<file path="src/rtl/id_serializer_pkg.sv">
// Shared types and constants for the ID-stage serialiser.
package id_pkg;

  // Sequencer states: IDLE passes instructions, DRAIN feeds bubbles while the
  // pipeline empties, NOTIFY raises the optional syscall pulse, RELEASE gives
  // fetch one free cycle before normal issue resumes.
  typedef enum logic [1:0] {
    ST_IDLE    = 2'd0,
    ST_DRAIN   = 2'd1,
    ST_NOTIFY  = 2'd2,
    ST_RELEASE = 2'd3
  } state_t;

  localparam int DEF_BUBBLES   = 4;
  localparam int DEF_NUM_CLASS = 2;

  // Class indices within Serial_Req_IN / Class_OUT.
  localparam int CLS_SYSCALL = 0;
  localparam int CLS_LLSC    = 1;

endpackage

</file>
<file path="src/rtl/id_serializer_counter.sv">
// Down-counter for the DRAIN phase: load, decrement, terminal-count flag.
module bubble_counter #(
  parameter int W = 2
) (
  input  logic         i_clk,
  input  logic         i_rst,
  input  logic         i_load,
  input  logic [W-1:0] i_load_val,
  input  logic         i_dec,
  output logic [W-1:0] o_count,
  output logic         o_tc
);

  logic [W-1:0] r_count;

  // Load wins over decrement; decrement saturates at zero.
  always_ff @(posedge i_clk or posedge i_rst) begin
    if (i_rst) begin
      r_count <= '0;
    end else if (i_load) begin
      r_count <= i_load_val;
    end else if (i_dec && (r_count != '0)) begin
      r_count <= r_count - W'(1);
    end
  end

  assign o_count = r_count;
  // Terminal count is 1: the last DRAIN cycle, after which the count reaches 0.
  assign o_tc    = (r_count == W'(1));

endmodule

</file>
<file path="src/rtl/id_serializer.sv">
// ID-stage serialiser: turns a serialising instruction into a tagged no-op,
// drains the pipeline with bubbles, optionally notifies, then releases.
//
// Handshake: there is no valid/ready pair here; each cycle exactly one of
// Pass_Instr_OUT / Pass_Serial_OUT / Bubble_OUT selects what the ID/EXE
// register loads, and WANT_FREEZE tells fetch to hold the current PC.
module id_serializer
  import id_pkg::*;
#(
  parameter int                   BUBBLES     = DEF_BUBBLES,
  parameter int                   NUM_CLASS   = DEF_NUM_CLASS,
  parameter logic [NUM_CLASS-1:0] NOTIFY_MASK = NUM_CLASS'(1)
) (
  input  logic                 CLK,
  input  logic                 RESET,
  input  logic                 Instr_Valid_IN,
  input  logic [NUM_CLASS-1:0] Serial_Req_IN,
  input  logic                 Fwd_Stall_IN,
  input  logic                 Force_Freeze_IN,
  output logic                 Pass_Instr_OUT,
  output logic                 Pass_Serial_OUT,
  output logic                 Bubble_OUT,
  output logic                 SYS_OUT,
  output logic [NUM_CLASS-1:0] Class_OUT,
  output logic [3:0]           Count_OUT,
  output logic                 WANT_FREEZE,
  output state_t               State_DBG
);

  localparam int CW = $clog2(BUBBLES);

  state_t               r_state;
  state_t               w_state_nxt;
  logic [NUM_CLASS-1:0] r_class;
  logic [NUM_CLASS-1:0] w_class_nxt;
  logic [NUM_CLASS-1:0] w_lowest;
  logic                 r_sys;
  logic                 w_arm;
  logic                 w_load;
  logic                 w_dec;
  logic                 w_tc;
  logic [CW-1:0]        w_count;

  // Lowest-index set request bit wins when several classes are flagged.
  always_comb begin
    w_lowest = '0;
    for (int i = NUM_CLASS - 1; i >= 0; i--) begin
      if (Serial_Req_IN[i]) begin
        w_lowest    = '0;
        w_lowest[i] = 1'b1;
      end
    end
  end

  assign w_arm = Instr_Valid_IN & (|Serial_Req_IN);

  // Next-state, counter control and ID/EXE load selection.
  always_comb begin
    w_state_nxt     = r_state;
    w_class_nxt     = r_class;
    w_load          = 1'b0;
    w_dec           = 1'b0;
    Pass_Instr_OUT  = 1'b0;
    Pass_Serial_OUT = 1'b0;
    Bubble_OUT      = 1'b1;
    case (r_state)
      ST_IDLE: begin
        if (w_arm) begin
          Pass_Serial_OUT = 1'b1;
          Bubble_OUT      = 1'b0;
          w_load          = 1'b1;
          w_class_nxt     = w_lowest;
          w_state_nxt     = ST_DRAIN;
        end else if (Instr_Valid_IN && !Fwd_Stall_IN) begin
          Pass_Instr_OUT = 1'b1;
          Bubble_OUT     = 1'b0;
        end
      end
      ST_DRAIN: begin
        w_dec = 1'b1;
        if (w_tc) begin
          w_state_nxt = ST_NOTIFY;
        end
      end
      ST_NOTIFY: begin
        w_state_nxt = ST_RELEASE;
      end
      ST_RELEASE: begin
        // A back-to-back serialising instruction is accepted here so it is
        // not lost while fetch is released.
        if (w_arm) begin
          Pass_Serial_OUT = 1'b1;
          Bubble_OUT      = 1'b0;
          w_load          = 1'b1;
          w_class_nxt     = w_lowest;
          w_state_nxt     = ST_DRAIN;
        end else begin
          w_class_nxt = '0;
          w_state_nxt = ST_IDLE;
        end
      end
      default: begin
        w_class_nxt = '0;
        w_state_nxt = ST_IDLE;
      end
    endcase
  end

  // State, latched class and registered notification pulse.
  always_ff @(posedge CLK or posedge RESET) begin
    if (RESET) begin
      r_state <= ST_IDLE;
      r_class <= '0;
      r_sys   <= 1'b0;
    end else begin
      r_state <= w_state_nxt;
      r_class <= w_class_nxt;
      r_sys   <= (w_state_nxt == ST_NOTIFY) && (|(w_class_nxt & NOTIFY_MASK));
    end
  end

  bubble_counter #(
    .W (CW)
  ) u_bubble_counter (
    .i_clk      (CLK),
    .i_rst      (RESET),
    .i_load     (w_load),
    .i_load_val (CW'(BUBBLES - 1)),
    .i_dec      (w_dec),
    .o_count    (w_count),
    .o_tc       (w_tc)
  );

  // NOTIFY and RELEASE deliberately override every freeze source.
  assign WANT_FREEZE = (Force_Freeze_IN | Fwd_Stall_IN |
                        ((r_state == ST_IDLE) & w_arm) |
                        (r_state == ST_DRAIN)) &
                       ~((r_state == ST_NOTIFY) | (r_state == ST_RELEASE));

  assign SYS_OUT   = r_sys;
  assign Class_OUT = r_class;
  assign Count_OUT = 4'(w_count);
  assign State_DBG = r_state;

endmodule

</file>
<file path="config.mk">
export PLATFORM = sky130hd
export DESIGN_NAME = id_serializer
export DESIGN_NICKNAME = d
export VERILOG_FILES = /design/src/rtl/id_serializer_pkg.sv /design/src/rtl/id_serializer_counter.sv /design/src/rtl/id_serializer.sv
export SDC_FILE = /design/constraint.sdc
export NUM_CORES = 1
export LEC_CHECK = 0
export CAP_MARGIN = 20
export CORE_MARGIN = 2
export CORE_UTILIZATION = 42
export CTS_CLUSTER_SIZE = 30
export DETAILED_ROUTE_END_ITERATION = 8
export GPL_TIMING_DRIVEN = 0
export PLACE_DENSITY = 0.76
export SLEW_MARGIN = 20
export SYNTH_ARGS = -nofsm -noshare
export SYNTH_HDL_FRONTEND = slang
export SYNTH_HIERARCHICAL = 1
export SYNTH_SLANG_ARGS = --single-unit
</file>
<file path="constraint.sdc">
create_clock -name CLK -period 2.28 [get_ports CLK]
set_input_delay 0.456 -clock CLK [delete_from_list [all_inputs] [get_ports CLK]]
set_output_delay 0.456 -clock CLK [all_outputs]
set_load 0.1 [all_outputs]
</file>
==> key figures, run 1 <==
Place
  – Port bufs: 17
  – Final HPWL DP: 957.9 um
  – Placer Congestion: 0.7349
  – Placed inst area: 827.0 sq um

Logic synthesis
  – Syn Inst Count: 60
  – EDFF count, synth: 0
  – Synth async-reset ratio: 100.0%
  – Post-Synthesis Cell Area: 563.0 sq um
  – Ys flop type: dfrtp_1
  – Sequential fraction of the synthesis area: 31.11%
  – Simple-gate share of the synthesized area: 21.78%
  – Top-area cell type share of the netlist area: 31.11%
  – Post-synthesis mux area share: 1.778%
  – Synth top area cells: dfrtp_1 (31%), ha_1 (13%), inv_1 (4.7%)
  – Synthesis-stage register bit count: 7
  – Largest family of logic cells by synthesized area: simple AND/OR/NAND/NOR gates
  – Distinct cells, synth: 30
  – Post-Synth Adder-Cell Area: 13.33%
  – Area leader, netlist: dfrtp_1
  – Compound-cell area share of the yosys netlist: 21.33%
  – Synth Area in XOR/XNOR: 0%
  – Ys Warns: 6
  – Mean post-synth cell area: 9.384 sq um

Global route
  – Vias in the first global route: 442
  – Initial antenna violation count: 0
  – Total track usage: 18.22%
  – Largest net degree at the start of global routing: 10
  – Remaining Overflow, GRT: 0
  – Global-route wire length before repair: 1.918 mm

Setup path
  – CP cell instances: clkdlybuf4s50_1
  – WP buf/inv: 1
  – Crit path launch type: flop
  – Setup crit end kind: primary output
  – Crit path DAT: 1770 ps
  – CP Class: flop to primary output
  – Slowest-stage cell, CP: clkdlybuf4s50_1
  – Largest delay contributor family on the critical path: buffers and inverters
  – Slowest stage delay, CP: 1140 ps
  – CP Max Fanout: 3
  – Data required, critical path: 1820 ps

Timing
  – Least-Margin Pin Slew: 962.9 ps
  – Tcrit/Tclk final: 97.64%
  – Setup Viol. Count Final: 0
  – Setup Skew: 11.34 ps
  – Endpoints failing hold: 0
  – Minimum clock period: 2226 ps
  – Max-slew violations: 0
  – RSZ-0062 raised after global routing: true
  – Slew margin rel.: 35.61%
  – Max Fclk: 449.2 MHz

CTS
  – CTS Root Cell: clkbuf_4
  – H-tree levels: 1
  – Reg clk slew, reported paths: 60 ps
  – CTS tree: done
  – Maximum clock insertion buffer count: 2
  – Skew-Pair Late Insertion Delay: 260 ps
  – # hold bufs at CTS: 0
  – Num CTS Buffers: 3
  – TritonCTS Sinks: 7

Floorplanning
  – Starting Density: 44.38%
  – Die X: 40.62 um
  – Row count: 13
  – Die area: 1650 sq um
  – Io pins: 20
  – Core area: 1269 sq um
  – Chip height: 40.62 um

Hold path
  – Min-delay worst type: input pin to asynchronous set/reset pin

Drt
  – Pre-antenna DRT Iters: 4
  – ANT nets after route: 0
  – Drt initial violations: 4
  – Total number of vias: 504
  – Routed WL: 1.236 mm
  – Residual DRC: 0
  – Vias/cell: 5.143
  – Wire per inst: 12.61 um

Layout
  – Ant. Diodes: 0
  – Design area: 859.6 sq um
  – Share of cells above drive strength 1: 30.12%
  – Layout net count: 97
  – Area Growth Syn to Fin: 52.67%

Run
  – Max Cap Viol: 0

Run status
  – Status: complete, no violations
==> cells in the final DEF (no fill, tap or decap), types with 2 or more instances in the layout <==
cell type,n
nor2_1,2
conb_1,4
buf_6,2
dfrtp_1,5
o211ai_1,3
ha_1,5
buf_4,3
a21oi_1,2
inv_4,2
dfrtp_4,2
clkdlybuf4s50_1,10
nor4b_1,2
a221o_1,2
clkbuf_4,4
nand2_1,3
dlygate4sd2_1,3
inv_1,5
==> final cells by class <==
class | instances | area, sq um
multi-input combinational | 45 | 401.6
inverter | 7 | 31.28
fill | 105 | 409.1
tap | 15 | 18.77
clock buffer | 4 | 26.28
timing repair buffer | 17 | 172.7
buffer | 3 | 26.28
sequential | 7 | 182.7
==> metrics by stage <==
step,setup TNS [ps],std cells,setup WS [ps],utilization [%],hold WS (ps)
floorplan,-214.0,62,-202.9,-,197.2
global placement,-2897,94,-819.2,65.19,515.8
detailed placement,-2978,94,-830.2,65.19,520.3
CTS,0,98,0.4471,65.98,384.4
global route,-12.78,98,-12.66,67.75,397.3
finish,0,98,53.85,67.75,390.8
==> metal layers <==
metal | wire [um] | track usage [%]
met5 | 0 | 0
met4 | 8 | 5.000
met3 | 88 | 6.522
met2 | 609 | 32.94
met1 | 529 | 19.80
==> cell usage after synthesis, drive strengths merged (2+ instances only) <==
| library cell | number |
|---|---|
| a21oi | 3 |
| a221o | 2 |
| and2b | 2 |
| buf | 3 |
| conb | 2 |
| dfrtp | 7 |
| ha | 6 |
| inv | 7 |
| nand2 | 3 |
| nor2 | 3 |
| nor3 | 2 |
| nor4b | 3 |
| o211ai | 3 |
| o21ai | 2 |
==> registers in the layout, summed over array words and instances, names as in the netlist <==
register and cells:
Class_OUT 2, u_bubble_counter/o_count 2, SYS_OUT 1, State_DBG 2
==> what timing repair did <==
item / 4_1_cts / 5_1_grt
gates resized for setup: 26 / 6
buffers inserted: 0 / 0
endpoints found under the setup margin: 7 / 4
pin swaps: 0 / 0
==> kinds of logic after synthesis <==
| family | after synthesis |
|---|---|
| fa+ha+maj | 6 |
| buf+inv | 10 |
| other cells | 2 |
| mux | 1 |
| flops | 7 |
| simple gates | 18 |
| compound gates | 16 |
==> final timing paths <==
check | slack (ps) | to | cells past startpoint | startpoint
max | 50 | Class_OUT[1] | 1 | Class_OUT[1]
min | 390 | u_bubble_counter/o_count[1] | 2 | RESET
max reg2reg | 640 | u_bubble_counter/o_count[0] | 5 | State_DBG[0]
min reg2reg | 530 | Class_OUT[0] | 2 | Class_OUT[0]
max in group asynchronous | 1650 | State_DBG[1] | 2 | RESET
min in group CLK | 530 | Class_OUT[0] | 2 | Class_OUT[0]
Power of run 1 is left out: the tool's default activity adds up to more than one toggle a clock period on the data nets, which glitch-free logic cannot reach.
==> run 2: changes to the inputs <==
--- a/config.mk
+++ b/config.mk
@@ -11,6 +11,7 @@
 export CTS_CLUSTER_SIZE = 30
 export DETAILED_ROUTE_END_ITERATION = 8
 export GPL_TIMING_DRIVEN = 0
+export HOLD_SLACK_MARGIN = 0.06
 export PLACE_DENSITY = 0.76
 export SLEW_MARGIN = 20
 export SYNTH_ARGS = -nofsm -noshare
==> results of run 2 <==
Final layout, timing and power as in run 1 (identical DEF).
Power of run 2 is left out for the same reason.
==> run 3: changes to the inputs <==
--- a/config.mk
+++ b/config.mk
@@ -11,7 +11,6 @@
 export CTS_CLUSTER_SIZE = 30
 export DETAILED_ROUTE_END_ITERATION = 8
 export GPL_TIMING_DRIVEN = 0
-export HOLD_SLACK_MARGIN = 0.06
 export PLACE_DENSITY = 0.76
 export SLEW_MARGIN = 20
 export SYNTH_ARGS = -nofsm -noshare
==> results of run 3 <==
Final layout, timing and power as in run 1 (identical DEF).
Power of run 3 is left out for the same reason.
